===== src/rtl/uart_cmd_parser.sv =====
// uart_cmd_parser
//   Assembles 5-byte command frames (SYNC, ADDR, DHI, DLO, CHK) from the uart_receive
//   byte stream. It presents each frame whose checksum matches as one register-write
//   command through a valid/ready handshake. It also flags bad checksums, mid-frame
//   timeouts and overruns.
// Ports
//   CLK          system clock
//   RST          synchronous active-high reset
//   DATA         received byte, qualified by RXD_READY
//   RXD_READY    one-cycle strobe per received byte
//   CMD_VALID    command pending; held until CMD_READY
//   CMD_READY    consumer accept
//   CMD_ADDR     register address
//   CMD_DATA     register data {DHI, DLO}
//   ERR_CHK      1-cycle pulse: checksum mismatch, frame dropped
//   ERR_TIMEOUT  1-cycle pulse: inter-byte gap inside a frame too long
//   ERR_OVERRUN  1-cycle pulse: byte arrived while a command was pending, byte dropped
module uart_cmd_parser #(
    parameter logic [7:0]  SYNC_BYTE = 8'hA5,
    parameter int unsigned TIMEOUT   = 50000,
    parameter int unsigned TO_W      = 16
) (
    input  logic        CLK,
    input  logic        RST,
    input  logic [7:0]  DATA,
    input  logic        RXD_READY,
    output logic        CMD_VALID,
    input  logic        CMD_READY,
    output logic [7:0]  CMD_ADDR,
    output logic [15:0] CMD_DATA,
    output logic        ERR_CHK,
    output logic        ERR_TIMEOUT,
    output logic        ERR_OVERRUN
);

    typedef enum logic [2:0] {StIdle, StAddr, StDhi, StDlo, StChk, StHold} state_e;

    localparam logic [TO_W-1:0] ToLast = TO_W'(TIMEOUT - 1);

    state_e          state_q;
    logic [7:0]      addr_q;
    logic [7:0]      dhi_q;
    logic [7:0]      dlo_q;
    logic [TO_W-1:0] to_cnt_q;

    always_ff @(posedge CLK) begin
        if (RST) begin
            state_q     <= StIdle;
            addr_q      <= 8'h00;
            dhi_q       <= 8'h00;
            dlo_q       <= 8'h00;
            to_cnt_q    <= '0;
            CMD_VALID   <= 1'b0;
            CMD_ADDR    <= 8'h00;
            CMD_DATA    <= 16'h0000;
            ERR_CHK     <= 1'b0;
            ERR_TIMEOUT <= 1'b0;
            ERR_OVERRUN <= 1'b0;
        end else begin
            // Error outputs are pulses; only the branches below can raise them.
            ERR_CHK     <= 1'b0;
            ERR_TIMEOUT <= 1'b0;
            ERR_OVERRUN <= 1'b0;

            unique case (state_q)
                StIdle: begin
                    to_cnt_q <= '0;
                    if (RXD_READY && DATA == SYNC_BYTE) begin
                        state_q <= StAddr;
                    end
                end

                StAddr, StDhi, StDlo, StChk: begin
                    if (RXD_READY) begin
                        // A byte in the timeout cycle still wins over the timeout.
                        to_cnt_q <= '0;
                        unique case (state_q)
                            StAddr: begin
                                addr_q  <= DATA;
                                state_q <= StDhi;
                            end
                            StDhi: begin
                                dhi_q   <= DATA;
                                state_q <= StDlo;
                            end
                            StDlo: begin
                                dlo_q   <= DATA;
                                state_q <= StChk;
                            end
                            default: begin
                                if (DATA == (addr_q ^ dhi_q ^ dlo_q)) begin
                                    CMD_ADDR  <= addr_q;
                                    CMD_DATA  <= {dhi_q, dlo_q};
                                    CMD_VALID <= 1'b1;
                                    state_q   <= StHold;
                                end else begin
                                    ERR_CHK <= 1'b1;
                                    state_q <= StIdle;
                                end
                            end
                        endcase
                    end else if (to_cnt_q == ToLast) begin
                        ERR_TIMEOUT <= 1'b1;
                        to_cnt_q    <= '0;
                        state_q     <= StIdle;
                    end else begin
                        to_cnt_q <= to_cnt_q + TO_W'(1);
                    end
                end

                StHold: begin
                    to_cnt_q <= '0;
                    if (CMD_READY) begin
                        // Handshake frees the slot, so a coincident byte is seen as in idle.
                        CMD_VALID <= 1'b0;
                        if (RXD_READY && DATA == SYNC_BYTE) begin
                            state_q <= StAddr;
                        end else begin
                            state_q <= StIdle;
                        end
                    end else if (RXD_READY) begin
                        ERR_OVERRUN <= 1'b1;
                    end
                end

                default: begin
                    state_q <= StIdle;
                end
            endcase
        end
    end

endmodule


===== config.mk =====
export PLATFORM = sky130hd
export DESIGN_NAME = uart_cmd_parser
export DESIGN_NICKNAME = d
export VERILOG_FILES = /design/src/rtl/uart_cmd_parser.sv
export SDC_FILE = /design/constraint.sdc
export NUM_CORES = 1
export LEC_CHECK = 0
export ABC_AREA = 0
export BUFFER_PORTS_ARGS = -buffer_cell sky130_fd_sc_hd__buf_2
export CAP_MARGIN = 20
export CORE_UTILIZATION = 62
export DETAILED_ROUTE_END_ITERATION = 6
export MAX_ROUTING_LAYER = met4
export PLACE_DENSITY = 0.84
export SLEW_MARGIN = 40
export SYNTH_ARGS = -nofsm -noshare
export SYNTH_HDL_FRONTEND = slang
export SYNTH_SLANG_ARGS = --single-unit

===== constraint.sdc =====
create_clock -name CLK -period 6.1 [get_ports CLK]
set_clock_uncertainty 0.1 [all_clocks]
set_input_delay 0 -clock CLK [delete_from_list [all_inputs] [get_ports CLK]]
set_output_delay 0 -clock CLK [all_outputs]
set_load 0.01 [all_outputs]

# After elaboration in Yosys (flattened, before gate mapping)
# Cells that the tools add are included.
word_totals:
  reg_bits: 71
  input_bits: 12
  output_inout_bits: 28
  elab_cells: 67
classes:
  addsub: 1
  n_eq_ne: 14
  n_mux: 19
  bitwise_logic: 6
  n_reduce_logical: 16
ops:
  columns: ["cell", "n"]
  rows:
  - ["2-to-1 mux 16 bit", 2]
  - ["case mux 16 bit (2 select lines)", 1]
  - ["case mux 3 bit (3 select lines)", 2]
  - ["adder 16 x 1 -> 16 bit, second input constant", 1]
  - ["equality test 16 bit, second input constant", 1]
  - ["XOR 8 bit", 2]
  - ["2-to-1 mux 3 bit", 5]
  - ["AND reduction 3 bit", 4]
  - ["inequality test 2 bit, second input constant", 5]
  - ["OR reduction 3 bit", 3]
  - ["equality test 8 bit", 1]
  - ["equality test 8 bit, second input constant", 1]
  - ["2-to-1 mux 1 bit", 8]
  - ["equality test 3 x 2 -> 1 bit, second input constant", 2]
  - ["equality test 3 bit, second input constant", 2]
  - ["OR reduction 6 bit", 1]
  - ["AND reduction 5 bit", 1]
  - ["inverter 1 bit", 4]
  - ["AND reduction 4 bit", 1]
  - ["nonzero test 2 bit", 2]
  - ["OR reduction 4 bit", 1]
  - ["equality test 3 x 1 -> 1 bit, second input constant", 1]
  - ["logical NOT 3 bit", 1]
  - ["inequality test 3 bit, second input constant", 1]
  - ["3 further kinds", 3]

# Longest topological paths before layout
# Gate-level depths: netlist of the first run.
depth:
  word_depth: 7
  ltp_mapped: 7

# Worst setup path before layout of the first run
# Ideal clock, no wire load.
synth_path:
  path_type: "reg-to-reg"
  startpoint: "register to_cnt_q[4]"
  endpoint: "register to_cnt_q[0]"
  setup_time_ps: 117
  t_arrival_ps: 1933
  t_required_ps: 5883
  setup_slack_ps: 3950
  stages_incl_launch_ff: 7
  n_path_buf: 1
  path_cell_list: "dfxtp_1 or4b_4 o41a_1 o21ai_1 a21o_1 buf_2 nor2_1"
synth_between:
  elab_chain_cells: 4
synth_lines:
  columns: ["item", "line_no", "text"]
  rows:
  - ["start, declared", "44", "logic [TO_W-1:0] to_cnt_q;"]
  - ["start signal, assigned", "107", "to_cnt_q <= to_cnt_q + TO_W'(1);"]
  - ["equality test 16 bit", "102", "end else if (to_cnt_q == ToLast) begin"]
  - ["2-to-1 mux 16 bit", "102", null]
  - ["2-to-1 mux 16 bit", "74", "if (RXD_READY) begin"]
  - ["case mux 16 bit (2 select lines)", "65", "unique case (state_q)"]
# Every way passes these cells.
# A chain may end at the register's enable or synchronous reset.

# Worst setup path in the final report of the first run
layout_path:
  startpoint: "register state_q[2]"
  endpoint: "register state_q[0]"
layout_between:
  elab_chain_cells: 4
  elab_cells_between_ends: 14
  classes_between: "eq/ne (8); mux (3); reduce/logical (3)"
layout_lines:
  columns: ["item", "line_no", "text"]
  rows:
  - ["start, declared", "40", "state_e state_q;"]
  - ["start signal, assigned", "48", "state_q <= StIdle;"]
  - ["start signal, assigned", "69", "state_q <= StAddr;"]
  - ["start signal, assigned", "80", "state_q <= StDhi;"]
  - ["equality test 3 x 2 -> 1 bit, or another cell as far along", "65, 77", null]
  - ["case mux 3 bit (3 select lines) or OR reduction 4 bit (tied branches)", "77, 65", null]
  - ["2-to-1 mux 3 bit or inequality test 3 bit (tied branches)", null, null]
  - ["case mux 3 bit (3 select lines) or AND reduction 3 bit (tied branches)", null, null]
# Parallel ways exist; a longest one is shown, timed or not.

==> impl_results.md, run 1 <==
* Post-synthesis cell count at around 410
* Post-DRT Antenna Nets at 0
* Htree depth at 3
* Synthesized cell area at 3340 um^2
* Hold buffers post-CTS at 11
* Starting Density at 0.649
* Gp weighted congestion at between 0.8 and 0.9
* R2R cell count at 4
* Die Height at between 70 and 80 um
* Clk_lat worst skew at 0.35 ns
* Post-route clock period utilization at 0.433
* Ant diodes at 0
* FMAX at around 380 MHz
* Placed cell areas at about 3600 um^2
* Worst Max-Slew Pin Slew at slightly above 0.7 ns
* Startpoint Class: flop
* Yosys cell types at 41
* Syn. warnings at 0
* Crit path capture type: flop
* Avg Synthesized Cell Area at around 8 um^2
* Final setup fails at 0
* Final #Nets at approximately 460
* WP data arrival at ~2.8 ns
* RR Startpoint: state_q[2]
* PostCTS Resize Cnt at 0
* Final Critical Period at around 2.6 ns
* Avg Vias per Cell at around 6.2
* Worst reg2reg endpoint: state_q[0]
* CORE AREA at roughly 5100 um^2
* Boundary pin count at 40
* CTS Sinks at between 70 and 80
* Flop2flop setup slack at roughly 3.5 ns
* CTS Buffer Depth at 2
* Vias in the first global route at ~2800
* Max transition margin at 0.517
* Hold depth at 2
* Hold Path Sink: CMD_ADDR[4]
* Clk slew on worst S/H paths at 0.07 ns
* Avg WL per Cell at 16.2 um
* Site row count at 26
* Area delta synth->final at 14.5%
* DRC violation total after the first TritonRoute iteration at around 390
* CTS tree: done
* FF+latch count, synth at a little over 70
* HPWL after DPL at between 5 and 6 mm
* Hold Crit Start: RST
* Setup_tns at 0 ns
* Area taken by multi-input logic gates at ~1800 um^2
* Status: complete, no violations
* Root cell of the clock tree: clkbuf_8
* Grt total ovfl at 0
* All-Layer GR Usage at 0.318
* Die area at around 5700 um^2
* Max Slew Vio Count at 0
* Hold Vio Cnt, Final at 0
* Post-CTS Setup Bufs at 0
* Total detailed-routing wirelength at 8.34 mm
* Fill cells at between 300 and 400
* Port Buffers at 39
* LEAKAGE at roughly 1.3 nW
* Length of the first detailed-routing pass in iterations at 5
* P per Cell Area at roughly 220 nW/um^2
* RSZ-0062 raised after global routing: false
* Worst Path Max Fanout at 26
* Share of layout cells above drive strength 1 at 0.141
* Die W at ~75 um
* Via count at between 3000 and 4000
* Sequential element share of the synthesized area at 0.426
* Reg area at between 1000 and 1500 um^2
* Pin count of the biggest net entering global routing at 59
* Peak supply drop at approximately 0.00027 V
* Syn_nets at 418
* Worst EP required at 6.26 ns
* Final instance area at about 3800 um^2
* DRC violations left at 0
* Maximum Capacitance Violations at 0
* Min-delay worst type: in -> reg
* Critical path type: reg -> reg
* Initial antenna violation count at 0
* First-pass GRT wire length at between 10 and 15 mm
* TritonCTS buffer count at 9
## power by group
part           internal (W)  leakage (nW)  switching (W)
combinational     0.0000154         0.638      0.0000286
clock              0.000157        0.0805       0.000166
sequential         0.000464         0.572     0.00000115
total              0.000636          1.29       0.000196
## sequential cells by signal, indices dropped and copies added (netlist names)
| register | cells |
|---|---|
| ERR_CHK | 1 |
| CMD_VALID | 1 |
| state_q | 3 |
| to_cnt_q | 16 |
| dhi_q | 8 |
| addr_q | 8 |
| dlo_q | 8 |
| ERR_OVERRUN | 1 |
| CMD_DATA | 16 |
| ERR_TIMEOUT | 1 |
| CMD_ADDR | 8 |
## layout by cell type (no fill, tap or decap), types with 4 or more instances in the layout
cell type      count
dfxtp_1           71
nand2_1           62
a21oi_1           53
buf_2             38
nand4_1           31
xnor2_1           29
o31ai_1           25
nor2_1            22
xor2_1            11
dlygate4sd3_1     11
clkbuf_8          10
nand3_1            9
o21ai_0            8
inv_1              6
nor4_1             6
nor3_1             4
nor2b_1            4
clkbuf_1           4
## per-stage QoR
step | total power (W) | setup slack, ns | hold slack, ns | utilization | cells
CTS | 0.000831 | 3.47 | 0.0536 | 0.743 | 516
detailed placement | 0.000513 | 3.50 | 0.138 | 0.691 | 490
global route | 0.000854 | 3.21 | 0.0851 | 0.743 | 516
floorplan | 0.000500 | 3.95 | -0.0229 | - | 405
finish | 0.000832 | 3.46 | 0.0608 | 0.743 | 516
global placement | 0.000511 | 3.20 | 0.134 | 0.685 | 488
## cell families after synthesis
logic type,after synthesis,synth area share
AND/OR/NAND/NOR,154,0.231
AO/OA/AOI/OAI,107,0.198
flip-flops,71,0.426
XOR/XNOR,40,0.105
buffers and inverters,32,0.0367
adder cells (fa/ha/maj),1,0.00375
## area by class of cell
type                            instances  area share
Clock buffer                           14      0.0399
Clock inverter                          1     0.00131
Inverter                                6     0.00589
Multi-Input combinational cell        302       0.472
Sequential cell                        71       0.372
Tap cell                               70      0.0229
Timing Repair Buffer                   52      0.0855
## worst max path at each step
stage	from	end	slack (ns)	cells past startpoint
after detailed placement	state_q[2]	CMD_DATA[8]	3.50	4
after CTS	state_q[2]	CMD_VALID	3.47	4
after global routing	state_q[2]	state_q[0]	3.21	4
after floorplan	to_cnt_q[4]	to_cnt_q[0]	3.95	6
final	state_q[2]	state_q[0]	3.46	4
after global placement	state_q[2]	CMD_VALID	3.20	4
## synthesized netlist by cell type (all sizes together)
| cell type | count | area share |
|---|---|---|
| and4b | 1 | 0.0030 |
| dfxtp | 71 | 0.43 |
| a22oi | 2 | 0.0045 |
| a21boi | 1 | 0.0023 |
| nor4 | 6 | 0.011 |
| o221a | 1 | 0.0034 |
| o21ai | 10 | 0.015 |
| xnor2 | 29 | 0.076 |
| xor2 | 11 | 0.029 |
| or3b | 1 | 0.0026 |
| o211ai | 2 | 0.0045 |
| inv | 6 | 0.0067 |
| o31ai | 25 | 0.056 |
| o21bai | 1 | 0.0023 |
| nand3 | 10 | 0.015 |
| nand4b | 1 | 0.0026 |
| a211oi | 3 | 0.0067 |
| ha | 1 | 0.0037 |
| o41a | 1 | 0.0034 |
| a21oi | 53 | 0.079 |
| a21o | 3 | 0.0071 |
| nand4 | 31 | 0.058 |
| nand2 | 62 | 0.070 |
| and2 | 2 | 0.0037 |
| nor3 | 5 | 0.0075 |
| nor2 | 22 | 0.025 |
| or4b | 2 | 0.0071 |
| o311ai | 1 | 0.0026 |
| or4 | 1 | 0.0026 |
| buf | 3 | 0.0041 |
| and4 | 3 | 0.0079 |
| a31oi | 3 | 0.0056 |
| o41ai | 1 | 0.0049 |
| clkbuf | 23 | 0.026 |
| nor2b | 4 | 0.0075 |
| and3b | 1 | 0.0026 |
| and3 | 2 | 0.0045 |
## per-layer routing
layer,vias to the layer above,track usage,routed length (um)
li1,1539,-,-
met1,1493,0.410,3790
met2,124,0.484,3900
met3,21,0.0767,477
met4,0,0.121,162
met5,-,-,0
## critical path, cell delays in order, from the launching register on
cell	delay, ns
dfxtp_1	0.70
nand3_2	0.61
inv_1	0.74
nand3_1	0.20
a31oi_1	0.19
(Power assumes the default switching activity.)
==> inputs of run 2 (changes only) <==
CORE_UTILIZATION = 52   (was 62)
PLACE_DENSITY = 0.75   (was 0.84)
clock period = 2.3 ns   (was 6.1 ns; I/O delays follow)
==> run 2 against run 1 <==
Effect of this change: power grew to 2.9 times the previous value; largest cell class unchanged; flip-flop and latch count is the same; sequential power grew to 2.6 times the previous value; critical path depth grew 3; cell area grew 5.8%; register-to-register slack lost 3.4 ns; setup slack lost 3.4 ns; routed wire length grew 1.2%; hold slack gained 0.035 ns; largest power group unchanged.
==> impl_results.md, run 2 (synthesized netlist as in run 1, its figures left out) <==
* Htree depth at 3
* FMAX at 446 MHz
* Max transition margin at 0.557
* Setup_tns at 0 ns
* Total detailed-routing wirelength at around 8.4 mm
* Commonest non-fill, non-tap cell in the layout: dfxtp_1
* Root cell of the clock tree: clkbuf_8
* R2R cell count at 7
* Die W at between 80 and 90 um
* Post-route clock period utilization at 0.975
* Clk slew on worst S/H paths at ~0.08 ns
* CTS Buffer Depth at 2
* Share of layout cells above drive strength 1 at 0.186
* First-pass GRT wire length at ~13 mm
* Boundary pin count at 40
* Ant diodes at 0
* Crit path capture type: flop
* Length of the first detailed-routing pass in iterations at 5
* Critical path type: reg -> reg
* CP max stage cell: or4b_4
* Initial antenna violation count at 0
* Peak supply drop at approximately 0.00042 V
* Final instance area at roughly 4000 um^2
* Max Slew Vio Count at 0
* Vias in the first global route at roughly 2800
* Most frequent CP cell: buf_4
* CTS tree: done
* Largest stage delay, worst path at approximately 0.55 ns
* TritonCTS buffer count at 9
* Placed cell areas at about 3700 um^2
* Grt total ovfl at 0
* Final Critical Period at 2.24 ns
* Pin count of the biggest net entering global routing at 37
* Final #Nets at approximately 480
* Status: complete, no violations
* Avg WL per Cell at about 16 um
* Port Buffers at 39
* Worst Max-Slew Pin Slew at between 0.6 and 0.7 ns
* Die Height at 82.1 um
* Largest regs: CMD_DATA x16, to_cnt_q x16
* Avg Vias per Cell at between 5 and 6
* Final setup fails at 0
* Starting Density at 0.551
* Hold depth at 2
* Die area at 6740 um^2
* Site row count at 28
* Clk_lat worst skew at approximately 0.34 ns
* Area delta synth->final at 21.1%
* Flop2flop setup slack at between 0.05 and 0.06 ns
* P per Cell Area at ~600 nW/um^2
* Leading cell types in the layout, fill and taps excluded: dfxtp_1 (71), nand2_1 (62), a21oi_1 (53)
* Post-DRT Antenna Nets at 0
* Maximum Capacitance Violations at 0
* CP Cell Sequence: or4b_4, o41a_1, buf_4, o21ai_1, a21o_1, buf_4, nor2_1
* Fin cells at roughly 540
* WP data arrival at 2.38 ns
* Dpl cells at around 520
* CORE AREA at between 6000 and 7000 um^2
* CTS Sinks at 71
* Startpoint Class: flop
* Worst EP required at 2.43 ns
* RSZ-0062 raised after global routing: true
* Worst Path Max Fanout at 7
* All-Layer GR Usage at 0.269
* Min-delay worst type: in -> reg
* DRC violation total after the first TritonRoute iteration at approximately 250
* DRC violations left at 0
* Via count at ~3200
* LEAKAGE at between 1 and 1.5 nW
* Hold Vio Cnt, Final at 0
* Gp weighted congestion at 0.895
* HPWL after DPL at about 5.7 mm
[run 2: cell types whose count changed in the layout (fill, tap and decap cells not counted), sizes merged]
cell    change
clkbuf      -5
bufinv      +2
clkinv      +3
inv         +1
buf        +21
[run 2: repair_timing]
action                                 in CTS  in global routing
hold buffers                               11                  0
buffers inserted                            0                  1
gates resized for setup                     0                  3
endpoints found under the hold margin      27                  0
pin swaps                                   1                  1
setup endpoints to repair                   1                  1
[run 2: area by class of cell]
class,count,area [um^2]
well taps,75,93.8
clock buffers,9,124
multi-input cells,302,1800
repair buffers,73,482
flip-flops and latches,71,1420
fillers,504,2020
inverters,6,22.5
clock inverters,7,96.3
[run 2: where the power goes]
group	switching, W	internal, W
logic	0.0000763	0.0000467
clock network	0.000480	0.000614
registers	0.00000258	0.00123
total	0.000559	0.00189
[run 2: worst max-delay path: cells and delay by family, from the launching register on]
kind	cells	cell delay [ns]
compound gates	3	0.74
buf+inv	2	0.33
flops	1	0.36
simple gates	2	0.61
[run 2: routing by layer]
layer | global-route usage | vias up | wire (um)
met2 | 0.417 | 96 | 3980
met3 | 0.0451 | 15 | 382
li1 | - | 1580 | -
met5 | - | - | 0
met4 | 0.109 | 0 | 131
met1 | 0.348 | 1480 | 3940
[run 2: stage by stage]
step	utilization	hold slack (ns)	total power [W]	setup slack [ns]
floorplan	-	-0.0229	0.00133	0.150
global placement	0.609	0.125	0.00136	0.118
detailed placement	0.609	0.131	0.00137	0.0339
CTS	0.664	0.0912	0.00246	0.00104
global route	0.667	0.122	0.00253	-0.00778
finish	0.667	0.0962	0.00245	0.0574
[run 2: final timing paths]
path | start | endpoint
max | to_cnt_q[5] | to_cnt_q[8]
min | RST | addr_q[1]
max reg2reg | to_cnt_q[5] | to_cnt_q[8]
min reg2reg | CMD_ADDR[0] | CMD_ADDR[0]
==> inputs of run 3 (changes only) <==
BUFFER_PORTS_ARGS = -buffer_cell sky130_fd_sc_hd__buf_4   (was -buffer_cell sky130_fd_sc_hd__buf_2)
CAP_MARGIN = 15   (was 20)
==> run 3 against run 2 <==
Effect of this change: cell area rose by 1.4%; critical path type unchanged; critical endpoint is now state_q[1]; sequential power barely moved; clock power barely moved; critical path depth fell by 2; combinational power barely moved; power fell by 0.62%; routed wire length rose by 1.4%; sequential share of layout area fell by 0.46 points.
==> impl_results.md, run 3 (synthesized netlist as in run 1, its figures left out) <==
* Crit path capture type: flop
* Hold Crit Start: RST
* FMAX at around 450 MHz
* LEAKAGE at 1.41 nW
* Grt total ovfl at 0
* Die Height at 82.1 um
* RSZ-0062 raised after global routing: false
* CP Cell Sequence: or4b_4, o41a_1, a21o_1, o221a_1, a211oi_1
* CORE AREA at a little over 6000 um^2
* Root cell of the clock tree: clkbuf_8
* Worst reg2reg endpoint: state_q[1]
* Length of the first detailed-routing pass in iterations at 7
* HPWL after DPL at about 6 mm
* Fill cells at between 500 and 600
* DRC violation total after the first TritonRoute iteration at 277
* Dpl cells at between 500 and 600
* Maximum Capacitance Violations at 0
* CTS tree: done
* Vias in the first global route at 3011
* Commonest non-fill, non-tap cell in the layout: dfxtp_1
* CTS Buffer Depth at 2
* Avg WL per Cell at approximately 16 um
* Hold Vio Cnt, Final at 0
* Die area at roughly 6700 um^2
* Max transition margin at 0.597
* P per Cell Area at between 500 and 600 nW/um^2
* Die W at 82.1 um
* All-Layer GR Usage at 0.279
* Hold Path Sink: CMD_ADDR[6]
* Hold depth at 2
* Startpoint Class: flop
* Final #Nets at around 470
* Starting Density at 0.551
* Final Critical Period at about 2.2 ns
* Post-route clock period utilization at 0.968
* Clk slew on worst S/H paths at roughly 0.08 ns
* CP max stage cell: or4b_4
* Site row count at 28
* Leading cell types in the layout, fill and taps excluded: dfxtp_1 (70), nand2_1 (62), buf_4 (59)
* R2R cell count at 5
* Final setup fails at 0
* Avg Vias per Cell at 5.96
* Via count at 3219
* TritonCTS buffer count at 9
* Pin count of the biggest net entering global routing at between 50 and 60
* RR Startpoint: to_cnt_q[10]
* Largest stage delay, worst path at around 0.56 ns
* Worst Max-Slew Pin Slew at ~0.60 ns
* Worst Path Max Fanout at 6
* Post-DRT Antenna Nets at 0
* Total detailed-routing wirelength at ~8.5 mm
* Family with the most delay on the worst path: compound AO/OA/AOI/OAI gates
* Max Slew Vio Count at 0
* Port Buffers at 39
* Worst EP required at 2.46 ns
* Status: complete, no violations
* Share of layout cells above drive strength 1 at 0.181
* Gp weighted congestion at ~0.9
* Area delta synth->final at 22.9%
* Peak supply drop at roughly 0.00048 V
* Area taken by multi-input logic gates at around 1800 um^2
* Clk_lat worst skew at about 0.35 ns
* DRC violations left at 0
* Largest regs: CMD_DATA x16, to_cnt_q x16
* Setup_tns at 0 ns
* Reg area at about 1400 um^2
* Ant diodes at 0
* Initial antenna violation count at 0
* Fin cells at 540
* Flop2flop setup slack at around 0.074 ns
* WP data arrival at between 2 and 2.5 ns
* Min-delay worst type: in -> reg
* Htree depth at 3
* Sum of buffers and inverters on the critical path at 0
* Boundary pin count at 40
* Post-CTS Setup Bufs at 0
* Critical path type: reg -> reg
* First-pass GRT wire length at about 14 mm
* CTS Sinks at 71
[run 3: cell type report]
class / instances / share of cell area
multi-input cells: 302 / 0.438
flip-flops and latches: 71 / 0.347
repair buffers: 70 / 0.135
clock buffers: 9 / 0.0302
well taps: 75 / 0.0229
clock inverters: 7 / 0.0214
inverters: 6 / 0.00549
[run 3: worst max path at each step]
stage	start	slack, ns	end	cells past startpoint
after global placement	to_cnt_q[4]	0.1	state_q[1]	5
after CTS	to_cnt_q[4]	0.02	state_q[1]	5
after global routing	to_cnt_q[10]	0.01	state_q[1]	5
after detailed placement	to_cnt_q[4]	0.04	state_q[1]	5
final	to_cnt_q[10]	0.07	state_q[1]	5
after floorplan	to_cnt_q[4]	0.15	to_cnt_q[0]	6
[run 3: timing repair]
| action | in CTS | in global routing |
|---|---|---|
| endpoints found under the hold margin | 27 | 0 |
| endpoints found under the setup margin | 0 | 2 |
| gates resized for setup | 0 | 2 |
| hold buffers | 11 | 0 |
[run 3: routing by layer]
| metal | track usage | vias to the layer above | wire length, um |
|---|---|---|---|
| met5 | - | - | 0 |
| met3 | 0.0451 | 17 | 396 |
| met1 | 0.345 | 1526 | 3880 |
| li1 | - | 1569 | - |
| met4 | 0.137 | 0 | 161 |
| met2 | 0.440 | 107 | 4110 |
[run 3: worst reg2reg max path: cells and delay by family (launching register included)]
kind | cells | cell delay (ns)
AO/OA/AOI/OAI | 4 | 1.14
flip-flops | 1 | 0.34
AND/OR/NAND/NOR | 1 | 0.56
[run 3: power breakdown]
group	switching [W]	internal, W
Sequential	0.00000254	0.00123
Combinational	0.0000760	0.0000500
Clock	0.000473	0.000603
Total	0.000551	0.00188
[run 3: per-stage QoR]
stage	utilization	setup slack [ns]	power, W	instance area [um^2]	hold WS, ns
floorplan	-	0.150	0.00133	3340	-0.0229
global placement	0.623	0.0985	0.00137	3770	0.105
detailed placement	0.623	0.0363	0.00137	3770	0.111
CTS	0.676	0.0161	0.00244	4100	0.0513
global route	0.677	0.00989	0.00250	4100	0.0882
finish	0.677	0.0742	0.00243	4100	0.0617
